===== src/rtl/font5_pkg.sv =====
// rtl/font5_pkg.sv - shared constants, types and saturation helpers for the FONT5 feedback datapath
package font5_pkg;

  localparam int ADC_W = 13;
  localparam logic [ADC_W-1:0] MIDSCALE = 13'h1000;

  // Each mask undoes the board's bit-line swaps and also flips the sign bit,
  // so raw ^ mask yields a signed two's-complement sample.
  localparam logic [ADC_W-1:0] CH1_BITFLIP = 13'b1011010000101 ^ 13'h1000;
  localparam logic [ADC_W-1:0] CH2_BITFLIP = 13'b0101110001000 ^ 13'h1000;
  localparam logic [ADC_W-1:0] CH4_BITFLIP = 13'b0111100000000 ^ 13'h1000;
  localparam logic [ADC_W-1:0] CH5_BITFLIP = 13'b0100110011010 ^ 13'h1000;

  // DAC strobe start-up sequence: three flush cycles after reset, then run.
  typedef enum logic [1:0] {
    ST_FLUSH0 = 2'd0,
    ST_FLUSH1 = 2'd1,
    ST_FLUSH2 = 2'd2,
    ST_RUN    = 2'd3
  } strobe_state_e;

  // Clamp a 14-bit signed pair sum into the 13-bit two's-complement range.
  function automatic logic [ADC_W-1:0] sat13(input logic signed [ADC_W:0] s);
    if (s > 14'sd4095) begin
      return 13'h0FFF;
    end else if (s < -14'sd4096) begin
      return 13'h1000;
    end else begin
      return s[ADC_W-1:0];
    end
  endfunction

  // True when sat13() would have to clamp this sum.
  function automatic logic is_sat13(input logic signed [ADC_W:0] s);
    return (s > 14'sd4095) || (s < -14'sd4096);
  endfunction

endpackage


===== src/rtl/font5_base_if.sv =====
// rtl/font5_base_if.sv - ADC capture words in, DAC words and strobes out
interface font5_base_if;
  import font5_pkg::*;

  logic [ADC_W-1:0] ch1_data_in_del;
  logic [ADC_W-1:0] ch2_data_in_del;
  logic [ADC_W-1:0] ch4_data_in_del;
  logic [ADC_W-1:0] ch5_data_in_del;
  logic [ADC_W-1:0] dac1_out;
  logic             dac1_clk;
  logic [ADC_W-1:0] dac2_out;
  logic             dac2_clk;

  // ADC side drives the raw words and observes the DAC pins.
  modport master (
    output ch1_data_in_del, ch2_data_in_del, ch4_data_in_del, ch5_data_in_del,
    input  dac1_out, dac1_clk, dac2_out, dac2_clk
  );

  // Datapath consumes the raw words and drives the DAC pins.
  modport slave (
    input  ch1_data_in_del, ch2_data_in_del, ch4_data_in_del, ch5_data_in_del,
    output dac1_out, dac1_clk, dac2_out, dac2_clk
  );

endinterface


===== src/rtl/font5_fb_pair.sv =====
// rtl/font5_fb_pair.sv - decode, add and saturate one ADC channel pair into an offset-binary DAC word
module font5_fb_pair
  import font5_pkg::*;
(
  input  logic             clk,
  input  logic             rst_n,
  input  logic [ADC_W-1:0] raw_a,
  input  logic [ADC_W-1:0] raw_b,
  input  logic [ADC_W-1:0] mask_a,
  input  logic [ADC_W-1:0] mask_b,
  output logic [ADC_W-1:0] dac_out,
  output logic             sat
);

  logic [ADC_W-1:0]        raw_a_q, raw_a_d;
  logic [ADC_W-1:0]        raw_b_q, raw_b_d;
  logic signed [ADC_W:0]   sum_q, sum_d;
  logic [ADC_W-1:0]        dac_q, dac_d;
  logic [ADC_W-1:0]        dec_a;
  logic [ADC_W-1:0]        dec_b;

  // Next-state for the three pipeline stages: capture, sum, saturate + offset.
  always_comb begin
    raw_a_d = raw_a;
    raw_b_d = raw_b;
    dec_a   = raw_a_q ^ mask_a;
    dec_b   = raw_b_q ^ mask_b;
    sum_d   = {dec_a[ADC_W-1], dec_a} + {dec_b[ADC_W-1], dec_b};
    // Flipping the MSB converts two's complement to offset binary.
    dac_d   = sat13(sum_q) ^ MIDSCALE;
  end

  // Pipeline registers; reset parks the DAC word at midscale (zero volts).
  always_ff @(posedge clk) begin
    if (!rst_n) begin
      raw_a_q <= '0;
      raw_b_q <= '0;
      sum_q   <= '0;
      dac_q   <= MIDSCALE;
    end else begin
      raw_a_q <= raw_a_d;
      raw_b_q <= raw_b_d;
      sum_q   <= sum_d;
      dac_q   <= dac_d;
    end
  end

  // Saturation is flagged in the same cycle the clamped word is registered.
  assign sat     = is_sat13(sum_q);
  assign dac_out = dac_q;

endmodule


===== src/rtl/font5_base.sv =====
// rtl/font5_base.sv - FONT5 feedback top: two channel-pair sums to DACs, trigger, LEDs and ADC power
module font5_base
  import font5_pkg::*;
#(
  parameter int HB_BITS = 26
) (
  input  logic        clk357,
  input  logic        rst_n,
  font5_base_if.slave bus,
  input  logic        diginput1,
  output logic        adc_powerdown,
  output logic        led0_out,
  output logic        led1_out,
  output logic        led2_out
);

  logic [ADC_W-1:0]   dac1;
  logic [ADC_W-1:0]   dac2;
  logic               sat1;
  logic               sat2;

  strobe_state_e      state_q, state_d;
  logic               dac_clk_q, dac_clk_d;
  logic               led1_q, led1_d;
  logic [HB_BITS-1:0] hb_q, hb_d;
  logic               led0_q, led0_d;
  logic               trig_s1_q, trig_s1_d;
  logic               trig_s2_q, trig_s2_d;
  logic               led2_q, led2_d;
  logic               pd_q, pd_d;

  font5_fb_pair u_pair1 (
    .clk     (clk357),
    .rst_n   (rst_n),
    .raw_a   (bus.ch1_data_in_del),
    .raw_b   (bus.ch2_data_in_del),
    .mask_a  (CH1_BITFLIP),
    .mask_b  (CH2_BITFLIP),
    .dac_out (dac1),
    .sat     (sat1)
  );

  font5_fb_pair u_pair2 (
    .clk     (clk357),
    .rst_n   (rst_n),
    .raw_a   (bus.ch4_data_in_del),
    .raw_b   (bus.ch5_data_in_del),
    .mask_a  (CH4_BITFLIP),
    .mask_b  (CH5_BITFLIP),
    .dac_out (dac2),
    .sat     (sat2)
  );

  // Strobe sequencer plus LED, trigger synchroniser and power-down next-state.
  always_comb begin
    state_d = state_q;
    case (state_q)
      ST_FLUSH0: state_d = ST_FLUSH1;
      ST_FLUSH1: state_d = ST_FLUSH2;
      ST_FLUSH2: state_d = ST_RUN;
      ST_RUN:    state_d = ST_RUN;
      default:   state_d = ST_FLUSH0;
    endcase
    // Strobe rises together with the first word that went through all three stages.
    dac_clk_d = (state_d == ST_RUN);
    led1_d    = led1_q | sat1 | sat2;
    hb_d      = hb_q + {{(HB_BITS-1){1'b0}}, 1'b1};
    led0_d    = led0_q ^ (&hb_q);
    trig_s1_d = diginput1;
    trig_s2_d = trig_s1_q;
    led2_d    = trig_s2_q;
    pd_d      = 1'b0;
  end

  // State register for all top-level control flops.
  always_ff @(posedge clk357) begin
    if (!rst_n) begin
      state_q   <= ST_FLUSH0;
      dac_clk_q <= 1'b0;
      led1_q    <= 1'b0;
      hb_q      <= '0;
      led0_q    <= 1'b0;
      trig_s1_q <= 1'b0;
      trig_s2_q <= 1'b0;
      led2_q    <= 1'b0;
      pd_q      <= 1'b1;
    end else begin
      state_q   <= state_d;
      dac_clk_q <= dac_clk_d;
      led1_q    <= led1_d;
      hb_q      <= hb_d;
      led0_q    <= led0_d;
      trig_s1_q <= trig_s1_d;
      trig_s2_q <= trig_s2_d;
      led2_q    <= led2_d;
      pd_q      <= pd_d;
    end
  end

  assign bus.dac1_out = dac1;
  assign bus.dac2_out = dac2;
  assign bus.dac1_clk = dac_clk_q;
  assign bus.dac2_clk = dac_clk_q;
  assign adc_powerdown = pd_q;
  assign led0_out      = led0_q;
  assign led1_out      = led1_q;
  assign led2_out      = led2_q;

endmodule


===== src/flat_wrapper.sv =====
// flat-port wrapper written by rule: the top's interface ports become plain ports
module font5_base_flat import font5_pkg::*;
#(
  parameter int HB_BITS = 26
)
  (clk357, rst_n, diginput1, adc_powerdown, led0_out, led1_out, led2_out, bus_ch1_data_in_del, bus_ch2_data_in_del, bus_ch4_data_in_del, bus_ch5_data_in_del, bus_dac1_out, bus_dac1_clk, bus_dac2_out, bus_dac2_clk);
  font5_base_if bus_i ();
  input  logic clk357;
  input  logic rst_n;
  input  logic diginput1;
  output logic adc_powerdown;
  output logic led0_out;
  output logic led1_out;
  output logic led2_out;
  input wire logic [$bits(bus_i.ch1_data_in_del)-1:0] bus_ch1_data_in_del;
  input wire logic [$bits(bus_i.ch2_data_in_del)-1:0] bus_ch2_data_in_del;
  input wire logic [$bits(bus_i.ch4_data_in_del)-1:0] bus_ch4_data_in_del;
  input wire logic [$bits(bus_i.ch5_data_in_del)-1:0] bus_ch5_data_in_del;
  output wire logic [$bits(bus_i.dac1_out)-1:0] bus_dac1_out;
  output wire logic [$bits(bus_i.dac1_clk)-1:0] bus_dac1_clk;
  output wire logic [$bits(bus_i.dac2_out)-1:0] bus_dac2_out;
  output wire logic [$bits(bus_i.dac2_clk)-1:0] bus_dac2_clk;
  assign bus_i.ch1_data_in_del = bus_ch1_data_in_del;
  assign bus_i.ch2_data_in_del = bus_ch2_data_in_del;
  assign bus_i.ch4_data_in_del = bus_ch4_data_in_del;
  assign bus_i.ch5_data_in_del = bus_ch5_data_in_del;
  assign bus_dac1_out = bus_i.dac1_out;
  assign bus_dac1_clk = bus_i.dac1_clk;
  assign bus_dac2_out = bus_i.dac2_out;
  assign bus_dac2_clk = bus_i.dac2_clk;
  font5_base #(.HB_BITS(HB_BITS)) u_core (.clk357(clk357), .rst_n(rst_n), .bus(bus_i), .diginput1(diginput1), .adc_powerdown(adc_powerdown), .led0_out(led0_out), .led1_out(led1_out), .led2_out(led2_out));
endmodule

===== config.mk =====
export PLATFORM = sky130hd
export DESIGN_NAME = font5_base_flat
export DESIGN_NICKNAME = d
export VERILOG_FILES = /design/src/rtl/font5_pkg.sv /design/src/rtl/font5_base_if.sv /design/src/rtl/font5_fb_pair.sv /design/src/rtl/font5_base.sv /design/src/flat_wrapper.sv
export SDC_FILE = /design/constraint.sdc
export NUM_CORES = 1
export LEC_CHECK = 0
export CAP_MARGIN = 0
export CORE_MARGIN = 10
export CORE_UTILIZATION = 55
export CTS_BUF_LIST = sky130_fd_sc_hd__clkbuf_2
export DETAILED_ROUTE_END_ITERATION = 8
export PLACE_DENSITY = 0.85
export SYNTH_ARGS = -nofsm -noshare
export SYNTH_HDL_FRONTEND = slang
export SYNTH_SLANG_ARGS = --single-unit

===== constraint.sdc =====
create_clock -name clk357 -period 6.6 [get_ports clk357]
set_clock_uncertainty 0.15 [all_clocks]
set_input_delay 0.99 -clock clk357 [delete_from_list [all_inputs] [get_ports clk357]]
set_output_delay 0.99 -clock clk357 [all_outputs]
set_load 0.05 [all_outputs]

* After elaboration in Yosys (flattened, before gate mapping) *
Cells that the tools add are included.

storage, ports and cells
  flip-flop bits (word level) = 141
  bits of input ports = 55
  output and inout port bits = 32
  logic and storage cells = 48

operators by class
  $add $sub $neg = 3
  order comparisons = 4
  equality and inequality tests = 4
  mux-type cells = 6
  bitwise operators = 9
  reductions and logical operators = 5

operator list
  cell                                                             count
  two-way mux 13 bit                                               4
  adder 13 x 13 -> 14 bit                                          2
  greater-than comparator 14 x 13 -> 1 bit, second input constant  2
  less-than comparator 14 x 13 -> 1 bit, second input constant     2
  adder 26 x 1 -> 26 bit, second input constant                    1
  AND reduction 26 bit                                             1
  NOT 5 bit                                                        2
  NOT 7 bit                                                        1
  equality test 2 bit, second input constant                       3
  NOT 6 bit                                                        1
  one-hot mux 2 bit (3 select lines)                               1
  equality test 2 x 1 -> 1 bit, second input constant              1
  zero test 2 bit                                                  1
  logical OR 1 bit                                                 2
  NOT 1 bit                                                        2
  bitwise OR 1 bit                                                 2
  OR reduction 2 bit                                               1
  two-way mux 1 bit                                                1
  XOR 1 bit                                                        1

* Logic depth before layout (Yosys ltp) *
Gate-level depths: netlist of the first run.

  word-level depth = 4
  depth in mapped cells = 9
  gate-level depth less buffers = 9

* Modules after synthesis *
From an unflattened synthesis of the first run, not the netlist that was laid out.

second synthesis, totals
  cells, all modules = 634
  area, all modules = 6227.2 µm²

modules (own cells, without submodules)
  module         times used  cells each  area each (µm²)
  font5_fb_pair  2           235         2381.0
  font5_base     1           164         1465.2

* Worst setup path before layout of the first run *
No wires, ideal clock.

  path type = reg2reg
  from = reg u_core.u_pair2.raw_a_q[0]
  to = reg u_core.u_pair2.sum_q[12]
  library setup time = 0.072 ns
  arrival = 1.917 ns
  required time = 6.378 ns
  slack = 4.462 ns
  cell stages (with the launch flop) = 8
  period minus slack after synthesis = 2.138 ns
  path through = dfxtp_1 -> ha_1 -> fa_1 -> a211oi_2 -> o211ai_1 -> and3_1 -> a221oi_2 -> mux2i_1

between the ends
  longest elaborated chain between the ends = 1

ends and longest elaborated chain
  what                     RTL line             source
  start, declared          font5_fb_pair.sv:15  logic [ADC_W-1:0] raw_a_q, raw_a_d;
  start signal, assigned   font5_fb_pair.sv:41  raw_a_q <= raw_a_d;
  adder 13 x 13 -> 14 bit  font5_fb_pair.sv:28  sum_d = {dec_a[ADC_W-1], dec_a} + {dec_b[ADC_W-1], dec_b};
  end signal, assigned     font5_fb_pair.sv:43  sum_q <= sum_d;
  end, declared            font5_fb_pair.sv:17  logic signed [ADC_W:0] sum_q, sum_d;

Every way passes these cells.
A chain may end at the register's enable or synchronous reset.

* Worst setup path after layout of the first run *
  from = reg u_core.u_pair2.dac_q[11], in the netlist u_core.u_pair2.dac_out[11]
  to = out bus_dac2_out[11]

RTL lines
  what                    RTL line             source
  start, declared         font5_fb_pair.sv:18  logic [ADC_W-1:0] dac_q, dac_d;
  start signal, assigned  font5_fb_pair.sv:39  dac_q <= MIDSCALE;
  start signal, assigned  font5_fb_pair.sv:44  dac_q <= dac_d;
  end, declared           flat_wrapper.sv:21   output wire logic [$bits(bus_i.dac2_out)-1:0] bus_dac2_out;

No word-level cell between the ends.

==> results of run 1 <==
sequential cells by signal, indices dropped and copies added, names as in the netlist, 2 cells and up:
register	flops
u_core.u_pair1.raw_b_q	13
u_core.u_pair2.dac_out	13
u_core.u_pair1.raw_a_q	13
u_core.u_pair1.dac_out	13
u_core.u_pair1.sum_q	14
u_core.u_pair2.raw_a_q	13
u_core.state_q	2
u_core.u_pair2.raw_b_q	13
u_core.hb_q	26
u_core.u_pair2.sum_q	14
per-stage QoR:
step	util [%]	cell area [um2]	worst slack (ns)	hold slack [ns]	instances
after floorplan	-	5698	4.462	0.2325	622
after global placement	64.75	6625	3.916	0.2671	819
after detailed placement	64.75	6625	3.787	0.2730	819
after CTS	67.60	6917	3.538	0.2958	851
after global routing	67.60	6917	3.487	0.3113	851
final	67.63	6919	3.592	0.2948	852
cell type report:
| type | instances | area, um2 |
|---|---|---|
| inverters | 32 | 120.1 |
| clock inverters | 13 | 196.4 |
| fillers | 769 | 3312 |
| well taps | 136 | 170.2 |
| repair buffers | 87 | 863.3 |
| clock buffers | 19 | 95.09 |
| diodes | 1 | 2.502 |
| multi-input cells | 423 | 2649 |
| flip-flops and latches | 141 | 2823 |
worst paths after layout:
check                                                start                  endpoint  slack, ns
worst min-delay path                     u_core.state_q[0]         u_core.state_q[0]       0.29
worst max-delay path            u_core.u_pair2.dac_out[11]          bus_dac2_out[11]       3.59
worst min register to register           u_core.state_q[0]         u_core.state_q[0]       0.29
worst max register to register   u_core.u_pair2.raw_a_q[0]  u_core.u_pair2.sum_q[12]       4.27
power groups by stage:
stage	clock, mW	combinational [mW]	sequential (mW)
final	0.576	0.345	0.953
after global routing	0.624	0.382	0.961
after CTS	0.588	0.347	0.953
after detailed placement	0	0.344	0.971
after global placement	0	0.335	0.968
after floorplan	0	0.170	1.03
metal layers:
metal	part of all wire [%]	wire [um]	vias to the layer above	GRT usage [%]
met5	0	0	-	0
met4	2.2	231	0	6.483
met3	6.7	700	19	5.365
met2	48	4957	98	24.53
met1	44	4543	1856	16.63
li1	-	-	2213	-
logic make-up after synthesis:
group                    share of synthesized area, %
AO/OA/AOI/OAI                                   10.01
XOR/XNOR                                        6.149
adder cells (fa/ha/maj)                         6.631
buffers and inverters                           3.974
flip-flops                                      49.54
multiplexers                                    1.076
AND/OR/NAND/NOR                                 22.62
synth_stat cells, types with 2 or more instances:
| master | count |
|---|---|
| nand3_1 | 18 |
| dfxtp_1 | 141 |
| nand2_1 | 39 |
| xnor2_1 | 12 |
| buf_4 | 2 |
| nand2b_1 | 11 |
| o21ai_1 | 3 |
| ha_1 | 27 |
| a211oi_2 | 2 |
| nor3_1 | 4 |
| and3_1 | 8 |
| a31oi_1 | 2 |
| fa_1 | 2 |
| inv_1 | 31 |
| clkbuf_1 | 23 |
| o211ai_1 | 6 |
| nor2_1 | 88 |
| a21o_1 | 5 |
| and4_1 | 4 |
| o21ai_0 | 19 |
| nand4_1 | 8 |
| nor2b_1 | 2 |
| a21oi_1 | 48 |
| mux2i_1 | 5 |
| a311oi_1 | 2 |
| a221oi_2 | 2 |
| and2_1 | 63 |
| xor2_1 | 28 |
==> summary.txt, run 1 <==
Synth
  • Top cell type's share of synthesized area: around half
  • Syn Nets: 706
  • Largest cells by area after synthesis: dfxtp_1 (50%), and2_1 (6.9%), ha_1 (5.9%)
  • Cells after synthesis: between 600 and 700
  • Post-synthesis sequential area ratio: about half
  • Synth cell types: 45
  • Cell Area, Synth: approximately 5700 um2
  • Synthesized area per cell: 9.161 um2
  • FF+latch count, synth: ~140
  • Synth area leader: dfxtp_1
  • Post-synth EDFFs: 0
  • FFs w/ async S/R, synth: 0%
  • Yosys warning count: 0
  • Predominant post-synthesis flop cell: dfxtp_1

Critical path
  • Slowest CP cell: clkdlybuf4s50_1
  • Nature of the critical path endpoint: primary output
  • Buffers & Inverters on Critical Path: 1
  • CP arrival: roughly 1.9 ns
  • Critical Path RT: ~5.5 ns
  • CP cell instances: clkdlybuf4s50_1
  • Worst path max stage delay: between 0.8 and 0.9 ns
  • WS Path Type: register to primary output
  • Crit path depth: 1
  • CP Max Fanout: 1
  • Reg2Reg Depth: 7
  • Largest delay share family, worst path: buffers and inverters
  • Startpoint types: register

Global route
  • Pin count of the biggest net entering global routing: 80
  • First-pass GRT wire length: roughly 18000 um
  • Gr usage total: between 10% and 20%
  • Initial antenna violation count: 0
  • Gr ovfl total: 0
  • Vias in the first global route: between 4000 and 5000

Routing
  • DRT Pass-1 Iters: 4
  • WL final: 10430 um
  • DRC Markers: 0
  • DR WL/cell: around 12 um
  • Final ANT Viol Nets: 0
  • Number of vias per cell: 4.913
  • Via count: between 4000 and 5000
  • Initial drt markers: approximately 230

Floorplanning
  • DIE WIDTH: roughly 120 um
  • Ports: 87
  • Chip Height: between 100 and 150 um
  • Initial Util: 55.69%
  • Die area: 14830 um2
  • Number of placement rows: 37
  • Core Region: between 10000 and 15000 um2

Clocking
  • Reg clk slew, reported paths: around 0.19 ns
  • CTS resizes: 0
  • CTS tree: yes
  • Total setup buffers inserted after CTS: 0
  • Clock sink count: between 100 and 150
  • H-tree depth: 4
  • CTS root buffer: clkbuf_2
  • Hold-fix buffers, CTS: 0
  • Worst-Skew Late Latency: 0.66 ns
  • Cts bufs inserted: 17
  • CTS Buffer Depth: 2

Power
  • P_leak: 2.876 nW
  • NetSw: approximately 0.53 mW
  • PD cells: ~270 nW/um2
  • Sw Share: ~28%
  • Clock share of power: 30.8%
  • Comb power frac: ~18%
  • Pint: between 1 and 1.5 mW
  • Worst vdd ir: 0.1750 mV
  • Total power: 1.874 mW
  • Sequential power share: between 50% and 60%

STA
  • Slew headroom: 26.39%
  • Setup tns final: 0 ns
  • Final Hold Viols: 0
  • RSZ-0062 raised after global routing: no
  • Final Cycle Share: approximately 46%
  • Final Slew Violations: 0
  • Min cycle time layout: 3.008 ns
  • Worst-Margin Slew: 1.103 ns
  • Fmax: 332.4 MHz
  • Final Setup Violations: 0

Placement
  • HPWL after DPL: between 7000 and 8000 um
  • RePlAce Congestion: slightly below 0.8
  • IO buf count: 86

Finish
  • Layout cells sized above 1: around 6.4%
  • NumNets Final: ~790
  • Area delta synth->final: 21.43%
  • Commonest non-fill, non-tap cell in the layout: dfxtp_1
  • Commonest non-fill, non-tap cells in the layout: dfxtp_1 (141), nor2_1 (88), clkdlybuf4s50_1 (85), and2_1 (63), a21oi_1 (48)

Hold path
  • Hold Crit Class: register to register
  • Hold Crit Depth: 1

Run
  • Maxcap violations: 0

Status
  • Status: complete, no violations
Note: power is estimated with default switching activity, not from simulation.
==> inputs of run 2 (changes only) <==
==> constraint.sdc (replaced) <==
create_clock -name clk357 -period 3.1 [get_ports clk357]
set_clock_uncertainty 0.15 [all_clocks]
set_input_delay 0.465 -clock clk357 [delete_from_list [all_inputs] [get_ports clk357]]
set_output_delay 0.465 -clock clk357 [all_outputs]
set_load 0.05 [all_outputs]
==> run 2 against run 1 <==
  * Setup slack got worse by 3.0 ns
  * Total power rose by 100%
  * Final area fell by 0.83%
  * Worst hold slack got worse by 0.13 ns
  * Die area did not move
  * Wire length rose by 2.1%
  * Register-to-register slack got worse by 3.5 ns
  * Clock power rose by 75%
  * Final cell count did not move
  * First-iteration DRC count rose by 12%
  * Highest routed layer unchanged
  * Largest cell class unchanged
  * Via count rose by 1.6%
==> summary.txt, run 2 (synthesized netlist as in run 1, its figures left out) <==
Power
  • P_leak: 2.829 nW (was 2.876 nW)
  • PD cells: 549.4 nW/um2 (was 270.8 nW/um2)
  • Worst vdd ir: 0.2954 mV (was 0.1750 mV)
  • Total power: 3.770 mW (was 1.874 mW)

STA
  • Fmax: slightly above 400 MHz
  • Final Cycle Share: 79.86%
  • Worst-Margin Slew: 1.134 ns (was 1.103 ns)
  • Final Hold Viols: 0 (unchanged)
  • Final Slew Violations: 0 (unchanged)
  • Final Setup Violations: 0 (unchanged)
  • Min cycle time layout: between 2 and 2.5 ns
  • RSZ-0062 raised after global routing: no (unchanged)
  • Slew headroom: 24.29% (was 26.39%)
  • Setup tns final: 0 ns (unchanged)

Critical path
  • Nature of the critical path endpoint: primary output (unchanged)
  • Startpoint types: register (unchanged)
  • Critical Path RT: 2.48 ns (was 5.46 ns)
  • RR Endpoint: u_core.u_pair2.sum_q[12] (unchanged)
  • Worst path max stage delay: 0.82 ns (about the same)
  • CP arrival: 1.86 ns (was 1.87 ns)
  • Reg2Reg Depth: 7 (unchanged)
  • Slowest CP cell: clkdlybuf4s50_1 (unchanged)
  • Crit Reg-Reg Startpoint: u_core.u_pair2.raw_a_q[0] (unchanged)
  • Largest delay share family, worst path: buffers and inverters (unchanged)
  • Buffers & Inverters on Critical Path: 1 (unchanged)
  • R2r setup slk: 0.80 ns (was 4.27 ns)
  • WS Path Type: register to primary output (unchanged)
  • CP Max Fanout: 2 (was 1)
  • CP cell instances: clkdlybuf4s50_1 (unchanged)

Hold path
  • Hold Crit Depth: 2 (was 1)
  • Hold Crit Class: input port to register (was register to register)
  • Hold_sp: rst_n (was u_core.state_q[0])
  • Hold endpoint: u_core.u_pair2.raw_b_q[12] (was u_core.state_q[0])

Finish
  • Non-Filler Instances: 852 (unchanged)
  • Finished Core Util: 67.07% (was 67.63%)
  • Fill count: 774 (was 769)
  • Top Registers: u_core.hb_q: 26 flops, u_core.u_pair1.sum_q: 14 flops, u_core.u_pair2.sum_q: 14 flops (unchanged)
  • Commonest non-fill, non-tap cells in the layout: dfxtp_1 (141), nor2_1 (88), clkdlybuf4s50_1 (85), and2_1 (63), a21oi_1 (48) (unchanged)
  • Area delta synth->final: 20.42% (was 21.43%)
  • Layout cells sized above 1: 6.573% (was 6.434%)
  • Most flop-heavy register: u_core.hb_q (unchanged)
  • Max FFs per register: 26 (unchanged)
  • Commonest non-fill, non-tap cell in the layout: dfxtp_1 (unchanged)
  • NumNets Final: 786 (unchanged)

Floorplanning
  • Initial Util: 55.69% (unchanged)
  • Core Region: 10230 um2 (unchanged)
  • Die area: 14830 um2 (unchanged)
  • DIE WIDTH: 121.8 um (unchanged)
  • Number of placement rows: 37 (unchanged)
  • Ports: 87 (unchanged)
  • Chip Height: 121.8 um (unchanged)

Clocking
  • CTS resizes: 0 (unchanged)
  • Reg clk slew, reported paths: 0.19 ns (about the same)
  • CTS root buffer: clkbuf_2 (unchanged)
  • Worst-Skew Late Latency: 0.66 ns (about the same)
  • H-tree depth: 4 (unchanged)
  • Hold-fix buffers, CTS: 0 (unchanged)
  • CTS tree: yes (unchanged)
  • CTS Buffer Depth: 2 (unchanged)
  • Total setup buffers inserted after CTS: 0 (unchanged)
  • Clock sink count: 141 (unchanged)
  • Cts bufs inserted: 17 (unchanged)

Routing
  • DRC Markers: 0 (unchanged)
  • Final ANT Viol Nets: 0 (unchanged)
  • DR WL/cell: 12.50 um (was 12.24 um)
  • DRT Pass-1 Iters: 5 (was 4)
  • Via count: 4251 (was 4186)
  • Number of vias per cell: 4.989 (was 4.913)
  • WL final: 10650 um (was 10430 um)
  • Initial drt markers: 255 (was 228)

Placement
  • Placed insts: 819 (unchanged)
  • HPWL after DPL: 7800 um (was 7589 um)
  • IO buf count: 86 (unchanged)
  • RePlAce Congestion: 0.8583 (was 0.7769)

Global route
  • Gr ovfl total: 0 (unchanged)
  • Gr usage total: 14.91% (was 14.74%)
  • Pin count of the biggest net entering global routing: 72 (was 80)
  • Initial antenna violation count: 1 (was 0)
  • First-pass GRT wire length: 18280 um (was 18240 um)
  • Vias in the first global route: 4217 (was 4214)

Run
  • Maxcap violations: 0 (unchanged)

Status
  • Status: complete, no violations (unchanged)
run 2: cell types whose count changed in the layout (fill, tap and decap cells not counted):
cell,delta
bufinv_16,-3
clkbuf_2,-2
clkinv_1,-1
clkinvlp_4,+5
inv_6,+1
run 2: routing by layer:
| metal | share of wire (%) | global-route usage [%] | vias up |
|---|---|---|---|
| li1 | - | - | 2205 |
| met1 | 44 | 17.27 | 1908 |
| met3 | 6.4 | 5.227 | 10 |
| met5 | 0 | 0 | - |
| met4 | 1.1 | 5.440 | 0 |
| met2 | 49 | 24.93 | 128 |
run 2: final cells by class:
class | count | area (um2) | area share (%)
antenna | 1 | 2.502 | 0.03647
clock buffer | 17 | 85.08 | 1.240
clock inverter | 15 | 148.9 | 2.170
inverter | 32 | 120.1 | 1.751
multi-input combinational | 423 | 2649 | 38.60
sequential | 141 | 2823 | 41.14
tap | 136 | 170.2 | 2.480
timing repair buffer | 87 | 863.3 | 12.58
run 2: through the flow:
step | hold slack [ns] | area, um2 | worst slack, ns
floorplan | 0.2325 | 5698 | 0.9617
global placement | 0.2662 | 6625 | 0.8913
detailed placement | 0.2772 | 6625 | 0.8288
CTS | 0.1103 | 6859 | 0.5583
global route | 0.1031 | 6862 | 0.5025
finish | 0.1652 | 6862 | 0.6243
run 2: report_power, final:
group          switching, mW  total (mW)  leakage (nW)  internal (mW)
combinational          0.429       0.739          1.54          0.310
clock                  0.645        1.01         0.122          0.362
sequential            0.0753        2.02          1.17           1.95
run 2: how the worst max path moves through the flow:
| stage | from | endpoint | slack [ns] | depth (start not counted) |
|---|---|---|---|---|
| CTS | u_core.led0_out | led0_out | 0.56 | 1 |
| finish | u_core.led1_out | led1_out | 0.62 | 1 |
| global route | u_core.u_pair1.dac_out[11] | bus_dac1_out[11] | 0.50 | 1 |
| detailed placement | u_core.u_pair2.raw_a_q[0] | u_core.u_pair2.sum_q[12] | 0.83 | 7 |
| floorplan | u_core.u_pair2.raw_a_q[0] | u_core.u_pair2.sum_q[12] | 0.96 | 7 |
| global placement | u_core.u_pair2.raw_a_q[0] | u_core.u_pair2.sum_q[12] | 0.89 | 7 |
